<file path="config.mk">
export PLATFORM = sky130hd
export DESIGN_NAME = regfile_mp
export DESIGN_NICKNAME = d
export VERILOG_FILES = /design/src/rtl/regfile_pkg.sv /design/src/rtl/regfile_rd_port.sv /design/src/rtl/regfile_mp.sv
export SDC_FILE = /design/constraint.sdc
export NUM_CORES = 1
export LEC_CHECK = 0
export CAP_MARGIN = 20
export CORE_AREA = 2 2 214 374
export CTS_CLUSTER_SIZE = 12
export DETAILED_ROUTE_END_ITERATION = 6
export DIE_AREA = 0 0 216 376
export PLACE_DENSITY_LB_ADDON = 0.1
export SYNTH_ARGS = -nofsm -noshare
export SYNTH_HDL_FRONTEND = slang
export SYNTH_HIERARCHICAL = 1
export SYNTH_SLANG_ARGS = --single-unit
</file>
<file path="constraint.sdc">
create_clock -name clk_i -period 10.5 [get_ports clk_i]
set_input_delay 2.1 -clock clk_i [delete_from_list [all_inputs] [get_ports clk_i]]
set_output_delay 2.1 -clock clk_i [all_outputs]
set_load 0.005 [all_outputs]
</file>
<file path="src/rtl/regfile_pkg.sv">
// Shared types and helpers for the multi-port register file: FSM states,
// default geometry and the byte-enable merge used by writes and bypass.
package regfile_pkg;

  typedef enum logic {
    CLEAR = 1'b0,
    IDLE  = 1'b1
  } state_e;

  localparam int DEF_DATA_W = 32;
  localparam int DEF_DEPTH  = 32;
  localparam int DEF_NUM_RD = 2;

  // Widest word the merge helper handles; callers zero-extend and truncate.
  localparam int MAX_DATA_W = 256;

  function automatic logic [MAX_DATA_W-1:0] byte_merge(
    input logic [MAX_DATA_W-1:0]   old_w,
    input logic [MAX_DATA_W-1:0]   new_w,
    input logic [MAX_DATA_W/8-1:0] be
  );
    logic [MAX_DATA_W-1:0] r;
    r = old_w;
    for (int i = 0; i < MAX_DATA_W / 8; i++) begin
      if (be[i]) r[8*i +: 8] = new_w[8*i +: 8];
    end
    return r;
  endfunction

endpackage

</file>
<file path="src/rtl/regfile_rd_port.sv">
// One registered read port: 1-cycle latency; while busy the port reports
// rd_valid=0 and holds data. Same-cycle write forwarding under REGFILE_BYPASS_EN.
module regfile_rd_port
  import regfile_pkg::*;
#(
  parameter int  DATA_W   = DEF_DATA_W,
  parameter int  DEPTH    = DEF_DEPTH,
  parameter int  ZERO_REG = 1,
  localparam int ADDR_W   = $clog2(DEPTH)
) (
  input  logic                    clk_i,
  input  logic                    rst_i,
  input  logic                    busy_i,
  input  logic [DEPTH*DATA_W-1:0] mem_i,
  input  logic                    rd_en_i,
  input  logic [ADDR_W-1:0]       rd_addr_i,
`ifdef REGFILE_BYPASS_EN
  input  logic                    wr_fire_i,
  input  logic [ADDR_W-1:0]       wr_addr_i,
  input  logic [DATA_W/8-1:0]     wr_be_i,
  input  logic [DATA_W-1:0]       wr_data_i,
`endif
  output logic [DATA_W-1:0]       rd_data_o,
  output logic                    rd_valid_o
);

  logic              in_range;
  logic              zero_hit;
  logic [ADDR_W-1:0] idx;
  logic [DATA_W-1:0] word;
  logic [DATA_W-1:0] rd_data_d, rd_data_q;
  logic              rd_valid_d, rd_valid_q;

  always_comb begin
    in_range = 32'(rd_addr_i) < DEPTH;
    zero_hit = (ZERO_REG != 0) && (rd_addr_i == '0);
    idx      = in_range ? rd_addr_i : '0;
    word     = mem_i[32'(idx)*DATA_W +: DATA_W];
`ifdef REGFILE_BYPASS_EN
    // wr_fire_i already excludes dropped writes and the hardwired-zero entry.
    if (wr_fire_i && (wr_addr_i == rd_addr_i)) begin
      word = DATA_W'(byte_merge(MAX_DATA_W'(word), MAX_DATA_W'(wr_data_i),
                                (MAX_DATA_W/8)'(wr_be_i)));
    end
`endif
    rd_data_d  = rd_data_q;
    rd_valid_d = 1'b0;
    if (rd_en_i && !busy_i) begin
      rd_valid_d = 1'b1;
      rd_data_d  = (in_range && !zero_hit) ? word : '0;
    end
  end

  always_ff @(posedge clk_i) begin
    if (rst_i) begin
      rd_data_q  <= '0;
      rd_valid_q <= 1'b0;
    end else begin
      rd_data_q  <= rd_data_d;
      rd_valid_q <= rd_valid_d;
    end
  end

  assign rd_data_o  = rd_data_q;
  assign rd_valid_o = rd_valid_q;

endmodule

</file>
<file path="src/rtl/regfile_mp.sv">
// Multi-port register file with hardware clear sequencer (DEPTH cycles after reset/clr_req).
// Reads 1-cycle latency; writes/reads during busy are dropped. Optional REGFILE_BYPASS_EN.
module regfile_mp
  import regfile_pkg::*;
#(
  parameter int  DATA_W   = DEF_DATA_W,
  parameter int  DEPTH    = DEF_DEPTH,
  parameter int  NUM_RD   = DEF_NUM_RD,
  parameter int  ZERO_REG = 1,
  localparam int ADDR_W   = $clog2(DEPTH)
) (
  input  logic                     clk_i,
  input  logic                     rst_i,
  input  logic                     wr_en_i,
  input  logic [ADDR_W-1:0]        wr_addr_i,
  input  logic [DATA_W/8-1:0]      wr_be_i,
  input  logic [DATA_W-1:0]        wr_data_i,
  input  logic [NUM_RD-1:0]        rd_en_i,
  input  logic [NUM_RD*ADDR_W-1:0] rd_addr_i,
  output logic [NUM_RD*DATA_W-1:0] rd_data_o,
  output logic [NUM_RD-1:0]        rd_valid_o,
  input  logic                     clr_req_i,
  output logic                     busy_o,
  output logic                     wr_err_o
);

  state_e            state_q;
  logic [ADDR_W-1:0] clr_idx_q;
  logic              wr_err_q;

  logic [DATA_W-1:0]       mem_q [DEPTH];
  logic [DEPTH*DATA_W-1:0] mem_flat;

  logic              wr_in_range;
  logic              wr_fire;
  logic [ADDR_W-1:0] wr_idx;
  logic [DATA_W-1:0] wr_merged;

  always_comb begin
    wr_in_range = 32'(wr_addr_i) < DEPTH;
    wr_fire     = wr_en_i && (state_q == IDLE) && wr_in_range &&
                  !((ZERO_REG != 0) && (wr_addr_i == '0));
    wr_idx      = wr_in_range ? wr_addr_i : '0;
    wr_merged   = DATA_W'(byte_merge(MAX_DATA_W'(mem_q[wr_idx]), MAX_DATA_W'(wr_data_i),
                                     (MAX_DATA_W/8)'(wr_be_i)));
    for (int i = 0; i < DEPTH; i++) mem_flat[i*DATA_W +: DATA_W] = mem_q[i];
  end

  always_ff @(posedge clk_i) begin
    if (rst_i) begin
      state_q   <= CLEAR;
      clr_idx_q <= '0;
      wr_err_q  <= 1'b0;
    end else begin
      wr_err_q <= wr_en_i && ((state_q == CLEAR) || !wr_in_range);
      case (state_q)
        CLEAR: begin
          if (32'(clr_idx_q) == DEPTH - 1) begin
            state_q   <= IDLE;
            clr_idx_q <= '0;
          end else begin
            clr_idx_q <= clr_idx_q + ADDR_W'(1);
          end
        end
        IDLE: begin
          if (clr_req_i) begin
            state_q   <= CLEAR;
            clr_idx_q <= '0;
          end
        end
      endcase
    end
  end

  // Storage has no reset of its own; the clear sequence zeroes it.
  always_ff @(posedge clk_i) begin
    if (!rst_i) begin
      if (state_q == CLEAR) mem_q[clr_idx_q] <= '0;
      else if (wr_fire)     mem_q[wr_addr_i] <= wr_merged;
    end
  end

  assign busy_o   = (state_q == CLEAR);
  assign wr_err_o = wr_err_q;

  for (genvar p = 0; p < NUM_RD; p++) begin : g_rd
    regfile_rd_port #(
      .DATA_W  (DATA_W),
      .DEPTH   (DEPTH),
      .ZERO_REG(ZERO_REG)
    ) u_rd (
      .clk_i     (clk_i),
      .rst_i     (rst_i),
      .busy_i    (busy_o),
      .mem_i     (mem_flat),
      .rd_en_i   (rd_en_i[p]),
      .rd_addr_i (rd_addr_i[p*ADDR_W +: ADDR_W]),
`ifdef REGFILE_BYPASS_EN
      .wr_fire_i (wr_fire),
      .wr_addr_i (wr_addr_i),
      .wr_be_i   (wr_be_i),
      .wr_data_i (wr_data_i),
`endif
      .rd_data_o (rd_data_o[p*DATA_W +: DATA_W]),
      .rd_valid_o(rd_valid_o[p])
    );
  end

endmodule

</file>
==> reports/metrics.csv, run 1 <==
metric,value,unit
status,finished clean,
maximum root-to-sink buffer count,3,
Netlist cell types,42,
post-CTS sizing,0,
Slew Limit Fails,0,
Critical Path AT,6.35,ns
Synth Flop Type,edfxtp_1,
grt ovf,0,
Buffers & Inverters on Critical Path,3,
Worst setup EP type,register,
first-pass GRT wire length,217,mm
Synth top cells by count,"edfxtp_1 (1024), mux4_2 (384), mux2i_1 (295), a22oi_1 (128), clkbuf_1 (118)",
Final WS setup,4.47,ns
Root Driver,clkbuf_16,
height of the die,376,um
max cap viols,0,
worst setup path class,in2reg,
Total Wirelength,151,mm
GRT Util Overall,37.5,%
post-synthesis sequential area ratio,62.0,%
post-DP HPWL,95.9,mm
pre-CTS setup slack,3.86,ns
Yosys warning total,6,
min cycle time layout,6.03,ns
most frequent CP cell,buf_4,
asr flop ratio synth,0,%
drt wl/cell,36.8,um
CP required,10.82,ns
Post-CTS Setup Bufs,0,
DRC viols,0,
R2R Setup Slk,6.30,ns
Die X,216,um
critical path launch point type,primary input,
Routed Antenna Nets,0,
Synth area leader,edfxtp_1,
CP max stage cell,nor4_2,
leakage power,0.0167,uW
Sink Count,1097,
mapped cell area,51900,um^2
Worst-path clk slew,0.06,ns
share of cells above drive strength 1,28.1,%
power density over the cells,154,nW/um^2
final non-filler cell total,4092,
Synth Net Count,2956,
setup TNS,0,ns
cts hold-fix bufs,0,
number of global-route vias before repair,31900,
"delay-heaviest family, CP",buffers and inverters,
Setup Skew,0.0357,ns
Synth top area share,59.2,%
Core ar.,78300,um^2
DP Area,54200,um^2
Initial Utilization,66.4,%
clk_lat worst skew,0.71,ns
RSZ-0062 raised after global routing,false,
# IOs,125,
DRT Pass-1 Iters,6,
placed cells,3876,
total power,8820,uW
#FFs+latches synth,1097,
"count leader, synth",edfxtp_1,
peak supply drop,0.177,mV
Vias,31300,
FMAX,166,MHz
period utilization,57.5,%
H-Tree Level Count,3,
Finished Cell Area,57400,um^2
actual slew at the worst max-slew pin,1.18,ns
Vias/cell,7.65,
total CTS buffers,103,
initial antenna violation count,0,
setup violators final,0,
Hold Path Class,reg2reg,
number of DRC markers in iteration 0,3823,
critical-path cell list,clkdlybuf4s50_1 > nand3b_4 > a211oi_4 > buf_4 > mux2_2 > buf_4 > nor4_2,
Fin. Hold Viols,0,
site row count,136,
CP max stage delay,0.94,ns
Layout Area Growth over Synthesis,10.5,%
Slew HR,21.1,%
average instance area after synthesis,17.9,um^2
nets,3026,
number of synthesized flops with an enable pin,1024,
largest net degree at the start of global routing,148,
largest cells by area after synthesis,"edfxtp_1 (59%), mux4_2 (17%), mux2i_1 (5.7%)",
Port Buffer Count,124,
TritonCTS clock tree,yes,
gpl congestion,0.924,
Die ar.,81200,um^2
CP Max Fanout,43,
Mapped Cells,2897,
==> flip-flops by register name, summed over array words and instances, names as in the netlist <==
register / count
wr_err_o: 1
clr_idx_q: 5
mem_q: 1024
g_rd.u_rd/rd_data_o: 64
g_rd.u_rd/rd_valid_o: 2
state_q: 1
==> tightest hold or removal path: stages, from the launching register on <==
cell and delay [ns]:
dfxtp_1 0.37, a221oi_2 0.08, o311ai_1 0.07
==> path summary, 6_finish.rpt <==
path,from,endpoint,cells past startpoint
worst min register to register,g_rd[1].u_rd/rd_data_o[15],g_rd[1].u_rd/rd_data_o[15],2
worst max-delay path,rst_i,mem_q[1][12],7
worst min-delay path,g_rd[1].u_rd/rd_data_o[15],g_rd[1].u_rd/rd_data_o[15],2
worst max register to register,state_q,mem_q[1][12],6
==> stage by stage <==
step | util [%] | hold WS, ns
after global placement | 69.2 | 0.528
after global routing | 73.3 | 0.558
after CTS | 73.2 | 0.545
after floorplan | - | 0.484
after detailed placement | 69.3 | 0.531
final | 73.3 | 0.551
==> placed cells by master (no fill, tap or decap), types with 50 or more instances in the layout <==
cell type,Yosys,routed
edfxtp_1,1024,1024
mux4_2,384,384
mux2i_1,295,288
a22oi_1,128,128
clkdlybuf4s50_1,0,116
clkbuf_16,0,106
nor4_2,67,94
buf_4,31,87
clkbuf_1,118,78
dfxtp_1,73,73
nand2_1,70,70
and3_1,68,66
mux2_2,67,66
and2_1,65,65
o311ai_1,64,64
a221oi_2,50,50
==> report_power, final <==
part	total (uW)	internal [uW]	switching [uW]
combinational	562	218	344
clock	3510	1920	1580
sequential	4760	4740	17.3
total	8820	6880	1940
==> cells by family after synthesis <==
kind of cell    share of synthesized area (%)
flops                                    62.0
mux                                      23.8
simple gates                             5.43
compound gates                           6.03
buf+inv                                  2.65
fa+ha+maj                              0.0482
==> final cells by class <==
class | count | area (um^2)
diodes | 1 | 2.50
well taps | 1035 | 1290
clock buffers | 186 | 2970
repair buffers | 232 | 2060
multi-input cells | 1531 | 18800
clock inverters | 8 | 77.6
flip-flops and latches | 1097 | 32200
inverters | 2 | 7.51
fillers | 4634 | 20900
==> routing by layer <==
layer | track usage (%) | vias to the layer above | wire length [um]
li1 | - | 12400 | -
met1 | 45.1 | 16100 | 49200
met2 | 64.4 | 2204 | 77200
met3 | 6.01 | 540 | 13700
met4 | 22.1 | 0 | 10600
met5 | 0 | - | 0
Power figures use the tool's default switching activity.
==> run 2: changes to the inputs <==
--- a/config.mk
+++ b/config.mk
@@ -6,10 +6,10 @@
 export NUM_CORES = 1
 export LEC_CHECK = 0
 export CAP_MARGIN = 20
-export CORE_AREA = 2 2 214 374
+export CORE_AREA = 2 2 234 408
 export CTS_CLUSTER_SIZE = 12
 export DETAILED_ROUTE_END_ITERATION = 6
-export DIE_AREA = 0 0 216 376
+export DIE_AREA = 0 0 236 410
 export PLACE_DENSITY_LB_ADDON = 0.1
 export SYNTH_ARGS = -nofsm -noshare
 export SYNTH_HDL_FRONTEND = slang
==> constraint.sdc (replaced) <==
create_clock -name clk_i -period 5 [get_ports clk_i]
set_input_delay 1 -clock clk_i [delete_from_list [all_inputs] [get_ports clk_i]]
set_output_delay 1 -clock clk_i [all_outputs]
set_load 0.005 [all_outputs]
==> run 2 against run 1 <==
Effect of this change: clock power is 110% higher; worst setup slack worse by 3.5 ns; sequential power is 110% higher; routed wire length is 6.1% higher; final cell count is 6.2% higher; critical path depth is 1 higher; highest routed layer unchanged; first-iteration DRC count is 0.37% lower; combinational power is 130% higher.
==> reports/metrics.csv, run 2 (synthesized netlist as in run 1, its figures left out) <==
metric,value,unit
status,finished clean,
Critical Path AT,4.31,ns
actual slew at the worst max-slew pin,1.18,ns
Hold Path Class,reg2reg,
Total Wirelength,160,mm
clk_lat worst skew,0.71,ns
total CTS buffers,103,
Slew HR,20.7,%
Min Hold Slack,0.556,ns
maximum root-to-sink buffer count,3,
critical-path cell list,clkdlybuf4s50_1 > nor4_4 > a211oi_4 > buf_4 > mux2i_4 > buf_12 > buf_12 > nor4_2,
gpl congestion,0.943,
post-DP HPWL,106,mm
cts hold-fix bufs,0,
H-Tree Level Count,3,
placed cells,4138,
leakage power,0.0172,uW
Layout Area Growth over Synthesis,12.6,%
CP Max Fanout,19,
FMAX,250,MHz
power density over the cells,319,nW/um^2
post-CTS sizing,0,
most frequent CP cell,buf_12,
drt wl/cell,36.8,um
Fin. Hold Viols,0,
DR top layer,met4,
RSZ-0062 raised after global routing,false,
CP max stage cell,nor4_2,
number of global-route vias before repair,32500,
period utilization,80.0,%
Port Buffer Count,124,
largest net degree at the start of global routing,82,
DRT met1 WL,55.0,mm
Sink Count,1097,
CP required,5.31,ns
final non-filler cell total,4347,
worst r2r path cells,7,
Setup Skew,0.0269,ns
DRT Pass-1 Iters,5,
peak supply drop,0.271,mV
Initial Utilization,55.4,%
min cycle time layout,4.00,ns
site row count,149,
Vias/cell,7.14,
register with the most flip-flops,mem_q,
max cap viols,0,
TritonCTS clock tree,yes,
fillers,6573,
Root Driver,clkbuf_16,
"commonest cells after routing, fill and taps aside","edfxtp_1 (1024), mux4_2 (384), mux2i_1 (288), buf_4 (159), a22oi_1 (128)",
Final WS setup,0.998,ns
share of cells above drive strength 1,30.0,%
Slew Limit Fails,0,
setup TNS,0,ns
Core ar.,93800,um^2
pre-CTS setup slack,0.279,ns
Die ar.,96800,um^2
Worst setup EP type,register,
WL met2,82.2,mm
nets,3107,
"commonest non-fill, non-tap cell in the layout",edfxtp_1,
critical path launch point type,primary input,
setup violators final,0,
DR WL met3,12.8,mm
Die X,236,um
height of the die,410,um
DRC viols,0,
total power,18600,uW
grt ovf,0,
Largest register FFs,1024,
first-pass GRT wire length,229,mm
GRT Util Overall,33.1,%
initial antenna violation count,1,
Vias,31000,
Hold Crit Depth,2,
Post-CTS Setup Bufs,0,
# IOs,125,
CP max stage delay,0.89,ns
number of DRC markers in iteration 0,3809,
Routed Antenna Nets,0,
worst setup path class,in2reg,
Worst-path clk slew,0.06,ns
[run 2: worst paths after layout]
check / endpoint / slack, ns / start
setup / recovery: mem_q[22][7] / 1.0 / wr_addr_i[4]
setup reg to reg: mem_q[22][7] / 1.41 / state_q
hold reg to reg: g_rd[1].u_rd/rd_data_o[9] / 0.56 / g_rd[1].u_rd/rd_data_o[9]
hold / removal: g_rd[1].u_rd/rd_data_o[9] / 0.56 / g_rd[1].u_rd/rd_data_o[9]
[run 2: metrics by stage]
stage,utilization (%),area (um^2)
final,62.4,58500
after global routing,62.4,58500
after CTS,62.3,58400
after detailed placement,59.0,55300
after global placement,59.0,55300
after floorplan,-,51900
[run 2: per-layer routing]
| layer | up-vias | GRT usage [%] |
|---|---|---|
| met2 | 1809 | 57.5 |
| met5 | - | 0 |
| li1 | 12600 | - |
| met4 | 0 | 18.2 |
| met3 | 444 | 5.30 |
| met1 | 16200 | 39.7 |
[run 2: critical path, delay by kind of cell]
kind / cells / cell delay [ns]
AO/OA/AOI/OAI: 1 / 0.61
buffers and inverters: 4 / 1.38
multiplexers: 1 / 0.26
AND/OR/NAND/NOR: 2 / 1.00
[run 2: area by class of cell]
cell class,count,area [um^2],area share [%]
repair buffers,313,2950,5.04
well taps,1208,1510,2.58
flip-flops and latches,1097,32200,55.1
multi-input cells,1531,18800,32.1
clock buffers,188,3000,5.13
diodes,2,5.00,0.00856
inverters,2,7.51,0.0128
clock inverters,6,46.3,0.0792
[run 2: where the power goes]
group          leakage [uW]  total (uW)  switching, uW  internal (uW)
clock               0.00145        7370           3350           4020
combinational       0.00728        1280            771            507
sequential          0.00847        9980           30.3           9950
